[config.mk]
export PLATFORM = sky130hd
export DESIGN_NAME = bus_drvr_port_flat
export DESIGN_NICKNAME = d
export VERILOG_FILES = /design/src/rtl/bus_drvr_port_if.sv /design/src/rtl/bus_drvr_port.sv /design/src/flat_wrapper.sv
export SDC_FILE = /design/constraint.sdc
export NUM_CORES = 1
export LEC_CHECK = 0
export ABC_AREA = 0
export CAP_MARGIN = 20
export CELL_PAD_IN_SITES_DETAIL_PLACEMENT = 0
export CELL_PAD_IN_SITES_GLOBAL_PLACEMENT = 1
export CORE_ASPECT_RATIO = 0.6
export CORE_UTILIZATION = 52
export CTS_BUF_LIST = sky130_fd_sc_hd__clkbuf_8
export CTS_CLUSTER_SIZE = 40
export DETAILED_ROUTE_END_ITERATION = 6
export PLACE_DENSITY_LB_ADDON = 0.1
export REMOVE_ABC_BUFFERS = 1
export SYNTH_ARGS = -nofsm -noshare
export SYNTH_HDL_FRONTEND = slang
export SYNTH_SLANG_ARGS = --single-unit
[constraint.sdc]
create_clock -name clk -period 4.5 [get_ports clk]
set_input_delay 0.675 -clock clk [delete_from_list [all_inputs] [get_ports clk]]
set_output_delay 0.675 -clock clk [all_outputs]
set_load 0.02 [all_outputs]
[src/rtl/bus_drvr_port_if.sv]
// bus_drvr_port_if
// Purpose: groups the host-side and bus-side signals of one bus_drvr_port
//          terminal adapter into one bundle.
// Signals:
//   host tx : tx_wr, tx_data -> tx_full, tx_count, tx_ovf
//   bus     : pop, push, D_push -> pndng, D_pop
//   host rx : rx_rd -> rx_vld, rx_data, rx_full, rx_ovf
//   status  : mis_cnt (saturating misroute count)
// Modports: slave = the port adapter itself, master = host/bus side driving it.
interface bus_drvr_port_if #(
  parameter int pckg_sz = 16,
  parameter int depth   = 8
);
  localparam int cnt_w = $clog2(depth + 1);

  logic               tx_wr;
  logic [pckg_sz-1:0] tx_data;
  logic               tx_full;
  logic [cnt_w-1:0]   tx_count;
  logic               tx_ovf;

  logic               pndng;
  logic [pckg_sz-1:0] D_pop;
  logic               pop;
  logic               push;
  logic [pckg_sz-1:0] D_push;

  logic               rx_rd;
  logic               rx_vld;
  logic [pckg_sz-1:0] rx_data;
  logic               rx_full;
  logic               rx_ovf;
  logic [7:0]         mis_cnt;

  modport slave (
    input  tx_wr, tx_data, pop, push, D_push, rx_rd,
    output tx_full, tx_count, tx_ovf, pndng, D_pop,
           rx_vld, rx_data, rx_full, rx_ovf, mis_cnt
  );

  modport master (
    output tx_wr, tx_data, pop, push, D_push, rx_rd,
    input  tx_full, tx_count, tx_ovf, pndng, D_pop,
           rx_vld, rx_data, rx_full, rx_ovf, mis_cnt
  );
endinterface

[src/rtl/bus_drvr_port.sv]
// bus_drvr_port
// Purpose: per-terminal adapter between a host and one terminal slot of the
//          bus generator/arbiter. A tx FIFO feeds the bus (pndng/D_pop/pop),
//          an ID-filtered rx FIFO captures bus deliveries (push/D_push).
//          Sticky overflow flags and a saturating misroute counter report
//          dropped or misaddressed traffic.
// Ports:
//   clk   : single clock, rising edge
//   reset : synchronous, active-low
//   bus   : bus_drvr_port_if.slave (host tx/rx strobes, bus pop/push, status)
// Parameters: pckg_sz (packet width, ID in top 8 bits), depth (power of 2),
//             id (this terminal), broadcast (ID accepted by all terminals).
module bus_drvr_port #(
  parameter int         pckg_sz   = 16,
  parameter int         depth     = 8,
  parameter logic [7:0] id        = 8'h00,
  parameter logic [7:0] broadcast = 8'hFF
) (
  input logic clk,
  input logic reset,
  bus_drvr_port_if.slave bus
);

  localparam int ptr_w = $clog2(depth);
  localparam int cnt_w = $clog2(depth + 1);
  localparam logic [cnt_w-1:0] full_cnt = cnt_w'(depth);

  // ---------------- tx FIFO ----------------
  logic [pckg_sz-1:0] tx_mem [depth];
  logic [ptr_w-1:0]   tx_rd_ptr, tx_wr_ptr;
  logic [cnt_w-1:0]   tx_cnt;
  logic               tx_ovf_q;
  logic               tx_empty, tx_is_full, tx_pop_eff, tx_wr_eff;

  assign tx_empty   = (tx_cnt == '0);
  assign tx_is_full = (tx_cnt == full_cnt);
  assign tx_pop_eff = bus.pop && !tx_empty;
  // A write into a full FIFO still lands if the head leaves in the same cycle.
  assign tx_wr_eff  = bus.tx_wr && (!tx_is_full || tx_pop_eff);

  always_ff @(posedge clk) begin
    if (!reset) begin
      tx_rd_ptr <= '0;
      tx_wr_ptr <= '0;
      tx_cnt    <= '0;
      tx_ovf_q  <= 1'b0;
    end else begin
      if (tx_wr_eff)
        tx_wr_ptr <= tx_wr_ptr + ptr_w'(1);
      if (tx_pop_eff)
        tx_rd_ptr <= tx_rd_ptr + ptr_w'(1);
      case ({tx_wr_eff, tx_pop_eff})
        2'b10:   tx_cnt <= tx_cnt + cnt_w'(1);
        2'b01:   tx_cnt <= tx_cnt - cnt_w'(1);
        default: tx_cnt <= tx_cnt;
      endcase
      if (bus.tx_wr && !tx_wr_eff)
        tx_ovf_q <= 1'b1;
    end
  end

  // Storage needs no reset: contents are invisible while the count is zero.
  always_ff @(posedge clk) begin
    if (reset && tx_wr_eff)
      tx_mem[tx_wr_ptr] <= bus.tx_data;
  end

  assign bus.pndng    = !tx_empty;
  assign bus.D_pop    = tx_empty ? '0 : tx_mem[tx_rd_ptr];
  assign bus.tx_full  = tx_is_full;
  assign bus.tx_count = tx_cnt;
  assign bus.tx_ovf   = tx_ovf_q;

  // ---------------- rx FIFO with ID filter ----------------
  logic [pckg_sz-1:0] rx_mem [depth];
  logic [ptr_w-1:0]   rx_rd_ptr, rx_wr_ptr;
  logic [cnt_w-1:0]   rx_cnt;
  logic               rx_ovf_q;
  logic [7:0]         mis_q;
  logic [7:0]         dest;
  logic               id_hit, rx_empty, rx_is_full, rx_rd_eff, rx_st_eff;

  assign dest       = bus.D_push[pckg_sz-1 -: 8];
  assign id_hit     = bus.push && ((dest == id) || (dest == broadcast));
  assign rx_empty   = (rx_cnt == '0);
  assign rx_is_full = (rx_cnt == full_cnt);
  assign rx_rd_eff  = bus.rx_rd && !rx_empty;
  assign rx_st_eff  = id_hit && (!rx_is_full || rx_rd_eff);

  always_ff @(posedge clk) begin
    if (!reset) begin
      rx_rd_ptr <= '0;
      rx_wr_ptr <= '0;
      rx_cnt    <= '0;
      rx_ovf_q  <= 1'b0;
      mis_q     <= '0;
    end else begin
      if (rx_st_eff)
        rx_wr_ptr <= rx_wr_ptr + ptr_w'(1);
      if (rx_rd_eff)
        rx_rd_ptr <= rx_rd_ptr + ptr_w'(1);
      case ({rx_st_eff, rx_rd_eff})
        2'b10:   rx_cnt <= rx_cnt + cnt_w'(1);
        2'b01:   rx_cnt <= rx_cnt - cnt_w'(1);
        default: rx_cnt <= rx_cnt;
      endcase
      // Only packets addressed to us count as overflow; misroutes go to mis_q.
      if (id_hit && !rx_st_eff)
        rx_ovf_q <= 1'b1;
      if (bus.push && !id_hit && (mis_q != 8'hFF))
        mis_q <= mis_q + 8'd1;
    end
  end

  always_ff @(posedge clk) begin
    if (reset && rx_st_eff)
      rx_mem[rx_wr_ptr] <= bus.D_push;
  end

  assign bus.rx_vld  = !rx_empty;
  assign bus.rx_data = rx_empty ? '0 : rx_mem[rx_rd_ptr];
  assign bus.rx_full = rx_is_full;
  assign bus.rx_ovf  = rx_ovf_q;
  assign bus.mis_cnt = mis_q;

endmodule

[src/flat_wrapper.sv]
// flat-port wrapper written by rule: the top's interface ports become plain ports
module bus_drvr_port_flat 
#(
  parameter int         pckg_sz   = 16,
  parameter int         depth     = 8,
  parameter logic [7:0] id        = 8'h00,
  parameter logic [7:0] broadcast = 8'hFF
)
  (clk, reset, bus_tx_wr, bus_tx_data, bus_pop, bus_push, bus_D_push, bus_rx_rd, bus_tx_full, bus_tx_count, bus_tx_ovf, bus_pndng, bus_D_pop, bus_rx_vld, bus_rx_data, bus_rx_full, bus_rx_ovf, bus_mis_cnt);
  bus_drvr_port_if #(.pckg_sz(pckg_sz), .depth(depth)) bus_i ();
  input logic clk;
  input logic reset;
  input wire logic [$bits(bus_i.tx_wr)-1:0] bus_tx_wr;
  input wire logic [$bits(bus_i.tx_data)-1:0] bus_tx_data;
  input wire logic [$bits(bus_i.pop)-1:0] bus_pop;
  input wire logic [$bits(bus_i.push)-1:0] bus_push;
  input wire logic [$bits(bus_i.D_push)-1:0] bus_D_push;
  input wire logic [$bits(bus_i.rx_rd)-1:0] bus_rx_rd;
  output wire logic [$bits(bus_i.tx_full)-1:0] bus_tx_full;
  output wire logic [$bits(bus_i.tx_count)-1:0] bus_tx_count;
  output wire logic [$bits(bus_i.tx_ovf)-1:0] bus_tx_ovf;
  output wire logic [$bits(bus_i.pndng)-1:0] bus_pndng;
  output wire logic [$bits(bus_i.D_pop)-1:0] bus_D_pop;
  output wire logic [$bits(bus_i.rx_vld)-1:0] bus_rx_vld;
  output wire logic [$bits(bus_i.rx_data)-1:0] bus_rx_data;
  output wire logic [$bits(bus_i.rx_full)-1:0] bus_rx_full;
  output wire logic [$bits(bus_i.rx_ovf)-1:0] bus_rx_ovf;
  output wire logic [$bits(bus_i.mis_cnt)-1:0] bus_mis_cnt;
  assign bus_i.tx_wr = bus_tx_wr;
  assign bus_i.tx_data = bus_tx_data;
  assign bus_i.pop = bus_pop;
  assign bus_i.push = bus_push;
  assign bus_i.D_push = bus_D_push;
  assign bus_i.rx_rd = bus_rx_rd;
  assign bus_tx_full = bus_i.tx_full;
  assign bus_tx_count = bus_i.tx_count;
  assign bus_tx_ovf = bus_i.tx_ovf;
  assign bus_pndng = bus_i.pndng;
  assign bus_D_pop = bus_i.D_pop;
  assign bus_rx_vld = bus_i.rx_vld;
  assign bus_rx_data = bus_i.rx_data;
  assign bus_rx_full = bus_i.rx_full;
  assign bus_rx_ovf = bus_i.rx_ovf;
  assign bus_mis_cnt = bus_i.mis_cnt;
  bus_drvr_port #(.pckg_sz(pckg_sz), .depth(depth), .id(id), .broadcast(broadcast)) u_core (.clk(clk), .reset(reset), .bus(bus_i));
endmodule
==> run summary, run 1 <==
sw power: 1860 uW
core area: 21,400 um^2
ys async rst share: 0%
Slew HR: 38.3%
Initial Util: 54.1%
cell taking the most area after synthesis: edfxtp_1
kind of critical path: flop to primary output
sequential area share after synthesis: 72.6%
buffers added on ports: 87
Lkg Pwr: 0.00446 uW
Nets: 800
fmax: 0.271 GHz
max_cap viols: 0
Hold Crit Class: flop to flop
CTS Buf Count: 42
Worst-Margin Slew: 924 ps
vias: 5,956
CTS root buffer: clkbuf_8
Max Fanout on Critical Path: 20
Boundary Pins: 88
FP Rows: 41
global-route wire length before repair: 35,800 um
Util after Layout: 64.4%
post_cts resized: 0
die width: 195 um
Area Overhead vs Synth: 18.9%
DRT antenna net count: 0
Max H-tree Level: 2
# Post-CTS Setup Buffers: 0
wire per inst: 21.3 um
#FFs+latches synth: 292
GP Congestion: 0.693
CTS sink count: 292
worst path arrival time: 3020 ps
setup TNS: 0 ps
Post-synth EDFFs: 256
maximum VDD drop: 0.000255 V
Post-Syn Area: 11,600 um^2
Comb pwr share: 23.2%
Via-to-Cell Ratio: 5.60
crit path launch type: flop
largest net degree at the start of global routing: 33
syn_area_per_cell: 18.6 um^2
sequence of cells on the critical path: buf_4 > mux4_2 > mux2i_1 > nor2_1 > clkdlybuf4s50_1
initial antenna violation count: 1
TritonCTS clock tree: yes
slowest stage cell, crit path: dfxtp_2
Synth top area share: 66.4%
First-pass DRT Iterations: 5
Die Y: 118 um
Slew Viols, Final: 0
Net Sw Frac: 27.5%
dominant cells by area after synthesis: edfxtp_1, mux4_2, dfxtp_1, mux2i_1, nor2_1
minimum clock period: 3690 ps
CP max stage delay: 830 ps
final hold vios: 0
crit end category: primary output
CTS max path bufs: 3
Yosys warning count: 0
clk_skew: 14.1 ps
top_reg_cell synth: edfxtp_1
aggregate routed wire length: 22,600 um
hold buffers post-CTS: 0
Cell Int Power: 4900 uW
power share of the clock group: 30.0%
Synth cell types: 41
DR DRC count: 0
First DRT Iteration DRCs: 332
Die Footprint: 22,900 um^2
final cycle utilization of the critical path: 82.1%
RSZ-0062 raised after global routing: no
Worst-path clk slew: 60 ps
total global-route track usage: 20.8%
Req. time, crit path: 3830 ps
Synth Instances: 621
final setup fails: 0
power per cell area: 491 nW/um^2
Worst-Skew Late Latency: 540 ps
global route overflow: 0
HPWL after DPL: 14,400 um
number of global-route vias before repair: 6,318
Flop pwr share: 46.9%
share of cells above drive strength 1: 22.2%
ant diodes: 0
outcome: finished, final reports clean
## routing by layer
| layer | share of wire (%) | global-route usage [%] | up-vias |
|---|---|---|---|
| met5 | 0.075 | 0 | - |
| met4 | 1.7 | 5.85 | 2 |
| met3 | 5.1 | 4.38 | 43 |
| met2 | 45 | 30.7 | 154 |
| met1 | 48 | 31.5 | 3043 |
| li1 | - | - | 2714 |
## layout make-up
class	instances	area, um^2
multi-input combinational	294	3070
clock buffer	54	743
tap	279	349
fill	1505	7620
timing repair buffer	113	1070
clock inverter	23	98.8
inverter	8	30.0
sequential	292	8410
## sequential cells by signal, summed over array words and instances (netlist names), named ones only
name and count:
u_core.bus.mis_cnt 8, u_core.bus.rx_ovf 1, u_core.bus.tx_count 4, u_core.bus.tx_ovf 1, u_core.rx_cnt 4, u_core.rx_mem 128, u_core.rx_rd_ptr 3, u_core.rx_wr_ptr 3
u_core.tx_mem 128, u_core.tx_rd_ptr 3, u_core.tx_wr_ptr 3
## worst max-delay path: cells and delay by family, from the launching register on
family | cells | cell delay [ps]
buf+inv | 2 | 880
flops | 1 | 830
mux | 2 | 690
simple gates | 1 | 80
## worst paths after layout
| check | from | to | slack, ps | depth (start not counted) |
|---|---|---|---|---|
| worst min register to register | u_core.bus.rx_ovf | u_core.bus.rx_ovf | 500 | 1 |
| worst min-delay path | u_core.bus.rx_ovf | u_core.bus.rx_ovf | 500 | 1 |
| worst max-delay path | flop | bus_D_pop[11] | 810 | 5 |
| worst max register to register | u_core.bus.tx_count[1] | u_core.bus.tx_count[2] | 1470 | 11 |
## logic make-up (layout without fill, tap and decap cells)
family	count (synthesis)	after routing	share of synthesized area, %
flops	292	292	72.6
simple gates	140	140	6.43
mux	101	101	15.8
buf+inv	35	198	1.21
compound gates	23	23	1.29
xor+xnor	19	19	1.44
fa+ha+maj	11	11	1.25
## synth_stat cells, types with 2 or more instances
cell type	instances
clkbuf_1	18
and3_1	3
inv_1	7
a21oi_1	5
o21ai_0	6
buf_2	7
mux2i_1	36
ha_1	10
nor4_4	2
nor3_1	10
a21o_1	2
and2_1	22
xnor2_1	12
a21o_2	2
nand3b_1	4
nand4_1	4
mux4_2	64
dfxtp_1	36
nor4_1	4
xor2_1	7
a21boi_0	4
nor2b_1	5
nand2_1	22
edfxtp_1	256
buf_1	2
nand3_1	7
nor2_1	45
nand2b_1	6
## power by group through the flow
stage | clock, uW | combinational [uW] | sequential, uW
after CTS | 2080 | 1580 | 3180
after floorplan | 0 | 885 | 3250
after global placement | 0 | 1560 | 3230
after global routing | 2190 | 1680 | 3190
final | 2030 | 1570 | 3170
after detailed placement | 0 | 1580 | 3230
## cells in the final DEF (no fill, tap or decap), types with 5 or more instances in the layout
master	n
a21oi_1	5
and2_1	22
buf_4	26
clkbuf_8	54
clkdlybuf4s50_1	87
clkinv_1	5
clkinv_2	7
dfxtp_1	33
edfxtp_1	256
ha_1	10
inv_1	17
mux2i_1	36
mux4_2	64
nand2_1	22
nand2b_1	6
nand3_1	7
nor2_1	45
nor2b_1	5
nor3_2	6
o21ai_0	6
xnor2_1	12
xor2_1	7
## per-stage QoR
step                instances  total power, uW  setup WS (ps)  hold WS (ps)  cell area [um^2]
floorplan                 594             4130           1060           467             11500
global placement          986             4790            914           480             12900
detailed placement        986             4810            810           491             12900
CTS                      1063             6840            709           509             13800
global route             1063             7060            591           520             13800
finish                   1063             6760            805           497             13800
Power figures use the tool's default switching activity.
==> run 2: changes to the inputs <==
- CORE_UTILIZATION: 52 -> 47
- clock period: 4.5 -> 3.05 ns (I/O delays scaled with it)
==> run 2 against run 1 <==
Final area rose by 2.9%. Largest cell class unchanged. Critical endpoint is now bus_rx_data[13]. Sequential cell count did not move. Global-route usage fell by 1.3 points. Register-to-register slack got worse by 1200 ps.
==> run summary, run 2 (synthesis results as in run 1) <==
aggregate routed wire length: 23,800 um (+5.3%)
Req. time, crit path: 2590 ps (-1240 ps)
Area Overhead vs Synth: 22.4%
DR DRC count: 0 (unchanged)
outcome: finished, final reports clean
CTS Buf Count: 44 (+4.8%)
CP max stage delay: 560 ps (-270 ps)
Initial Util: 47.9% (-6.2 points)
hold buffers post-CTS: 0 (unchanged)
crit path launch type: flop
Boundary Pins: 88 (unchanged)
# Post-CTS Setup Buffers: 0 (unchanged)
Worst-Margin Slew: 511 ps (-413 ps)
most frequent cells in the layout: edfxtp_1, clkdlybuf4s50_1, mux4_2
final non-filler cell total: 1,132 (+6.5%)
vias: 6,023 (+1.1%)
fmax: 0.339 GHz
DRT antenna net count: 0 (unchanged)
core area: 24,200 um^2 (+13%)
Worst-path clk slew: 70 ps (about the same)
Die Footprint: 25,300 um^2 (+10%)
Hold Crit Class: flop to flop
worst path arrival time: 2490 ps (-530 ps)
sequence of cells on the critical path: buf_12 > mux4_2 > mux2i_1 > nor2_1 > clkdlybuf4s50_1
initial antenna violation count: 1 (unchanged)
Lkg Pwr: 0.00482 uW (+8.0%)
HPWL after DPL: 14,800 um (+2.6%)
Slew HR: 65.8% (+28 points)
cell count after placement: 1,050 (+6.5%)
global route overflow: 0 (unchanged)
Nets: 825 (+3.1%)
kind of critical path: flop to primary output
TritonCTS clock tree: yes
First DRT Iteration DRCs: 436 (+31%)
setup TNS: 0 ps (unchanged)
power per cell area: 711 nW/um^2 (+45%)
Max H-tree Level: 2 (unchanged)
buffers added on ports: 87 (unchanged)
GP Congestion: 0.789 (+14%)
Slew Viols, Final: 0 (unchanged)
CTS sink count: 292 (unchanged)
Fillers: 1,811 (+20%)
Util after Layout: 58.6% (-5.7 points)
final cycle utilization of the critical path: 96.7%
Worst-Skew Late Latency: 530 ps (about the same)
largest net degree at the start of global routing: 33 (unchanged)
clk_skew: 15.2 ps (+1.10 ps)
maximum VDD drop: 0.000269 V (+5.5%)
FP Rows: 44 (+7.3%)
crit end category: primary output
Max Fanout on Critical Path: 16 (-20%)
max_cap viols: 0 (unchanged)
CTS max path bufs: 3 (unchanged)
final hold vios: 0 (unchanged)
First-pass DRT Iterations: 4 (-1)
final setup fails: 0 (unchanged)
die width: 205 um (+5.1%)
Via-to-Cell Ratio: 5.32 (-5.0%)
most common cell after layout, fill and taps aside: edfxtp_1
CTS root buffer: clkbuf_8
RSZ-0062 raised after global routing: no
wire per inst: 21.0 um (-1.2%)
Die Y: 124 um (+5.1%)
total global-route track usage: 19.5% (-1.3 points)
slowest stage cell, crit path: clkdlybuf4s50_1
minimum clock period: 2950 ps
global-route wire length before repair: 36,100 um (+0.75%)
share of cells above drive strength 1: 23.2% (+1.0 points)
number of global-route vias before repair: 6,185 (-2.1%)
[run 2: changes by cell type in the layout (fill, tap and decap cells not counted), sizes merged, moves of 2 or more]
cell	previous run	this run
buf	26	47
clkdlybuf4s50	87	77
dlymetal6s2s	0	10
inv	18	28
clkbuf	54	49
clkinv	12	10
[run 2: stage by stage]
| stage | setup WS (ps) | power [uW] | hold WS [ps] | cell area [um^2] |
|---|---|---|---|---|
| after floorplan | -173 | 6100 | 467 | 11500 |
| after global placement | -46.1 | 7140 | 477 | 13300 |
| after detailed placement | -67.2 | 7180 | 515 | 13300 |
| after CTS | 24.4 | 10200 | 525 | 14100 |
| after global routing | 3.41 | 10600 | 547 | 14200 |
| final | 99.6 | 10100 | 514 | 14200 |
[run 2: what timing repair did]
| item | in CTS | in global routing |
|---|---|---|
| pin swaps | 0 | 0 |
| cloned | 1 | 1 |
| gates resized for setup | 0 | 11 |
| setup endpoints to repair | 2 | 16 |
[run 2: worst paths after layout]
kind / endpoint / cells after the start / from / slack [ps]
worst min-delay path: u_core.bus.tx_ovf / 2 / u_core.bus.tx_ovf / 510
worst max register to register: u_core.bus.tx_count[2] / 11 / u_core.bus.tx_count[3] / 260
worst min register to register: u_core.bus.tx_ovf / 2 / u_core.bus.tx_ovf / 510
worst max-delay path: bus_rx_data[13] / 5 / flop / 100
[run 2: layout make-up]
cell class | instances | area [um^2] | area share (%)
Antenna cell | 1 | 2.50 | 0.0177
Clock buffer | 48 | 661 | 4.66
Clock inverter | 31 | 148 | 1.04
Inverter | 8 | 30.0 | 0.212
Multi-Input combinational cell | 294 | 3080 | 21.7
Sequential cell | 292 | 8410 | 59.3
Tap cell | 322 | 403 | 2.84
Timing Repair Buffer | 136 | 1440 | 10.2
[run 2: layer usage]
layer	vias up	global-route usage (%)	wire [um]	part of all wire, %
li1	2761	-	-	-
met1	3075	30.0	11800	49
met2	163	27.9	10300	43
met3	24	3.98	1460	6.1
met4	0	5.78	261	1.1
met5	-	0	0	0
[run 2: power breakdown]
part | switching [uW] | total (uW) | internal [uW]
registers | 83.3 | 4530 | 4440
logic | 1300 | 2610 | 1300
clock network | 1420 | 2950 | 1530
[run 2: worst max-delay path, delay by kind of cell, from the launching register on]
family        cells  cell delay (ps)
mux               2              740
buf+inv           2              750
flops             1              370
simple gates      1               80
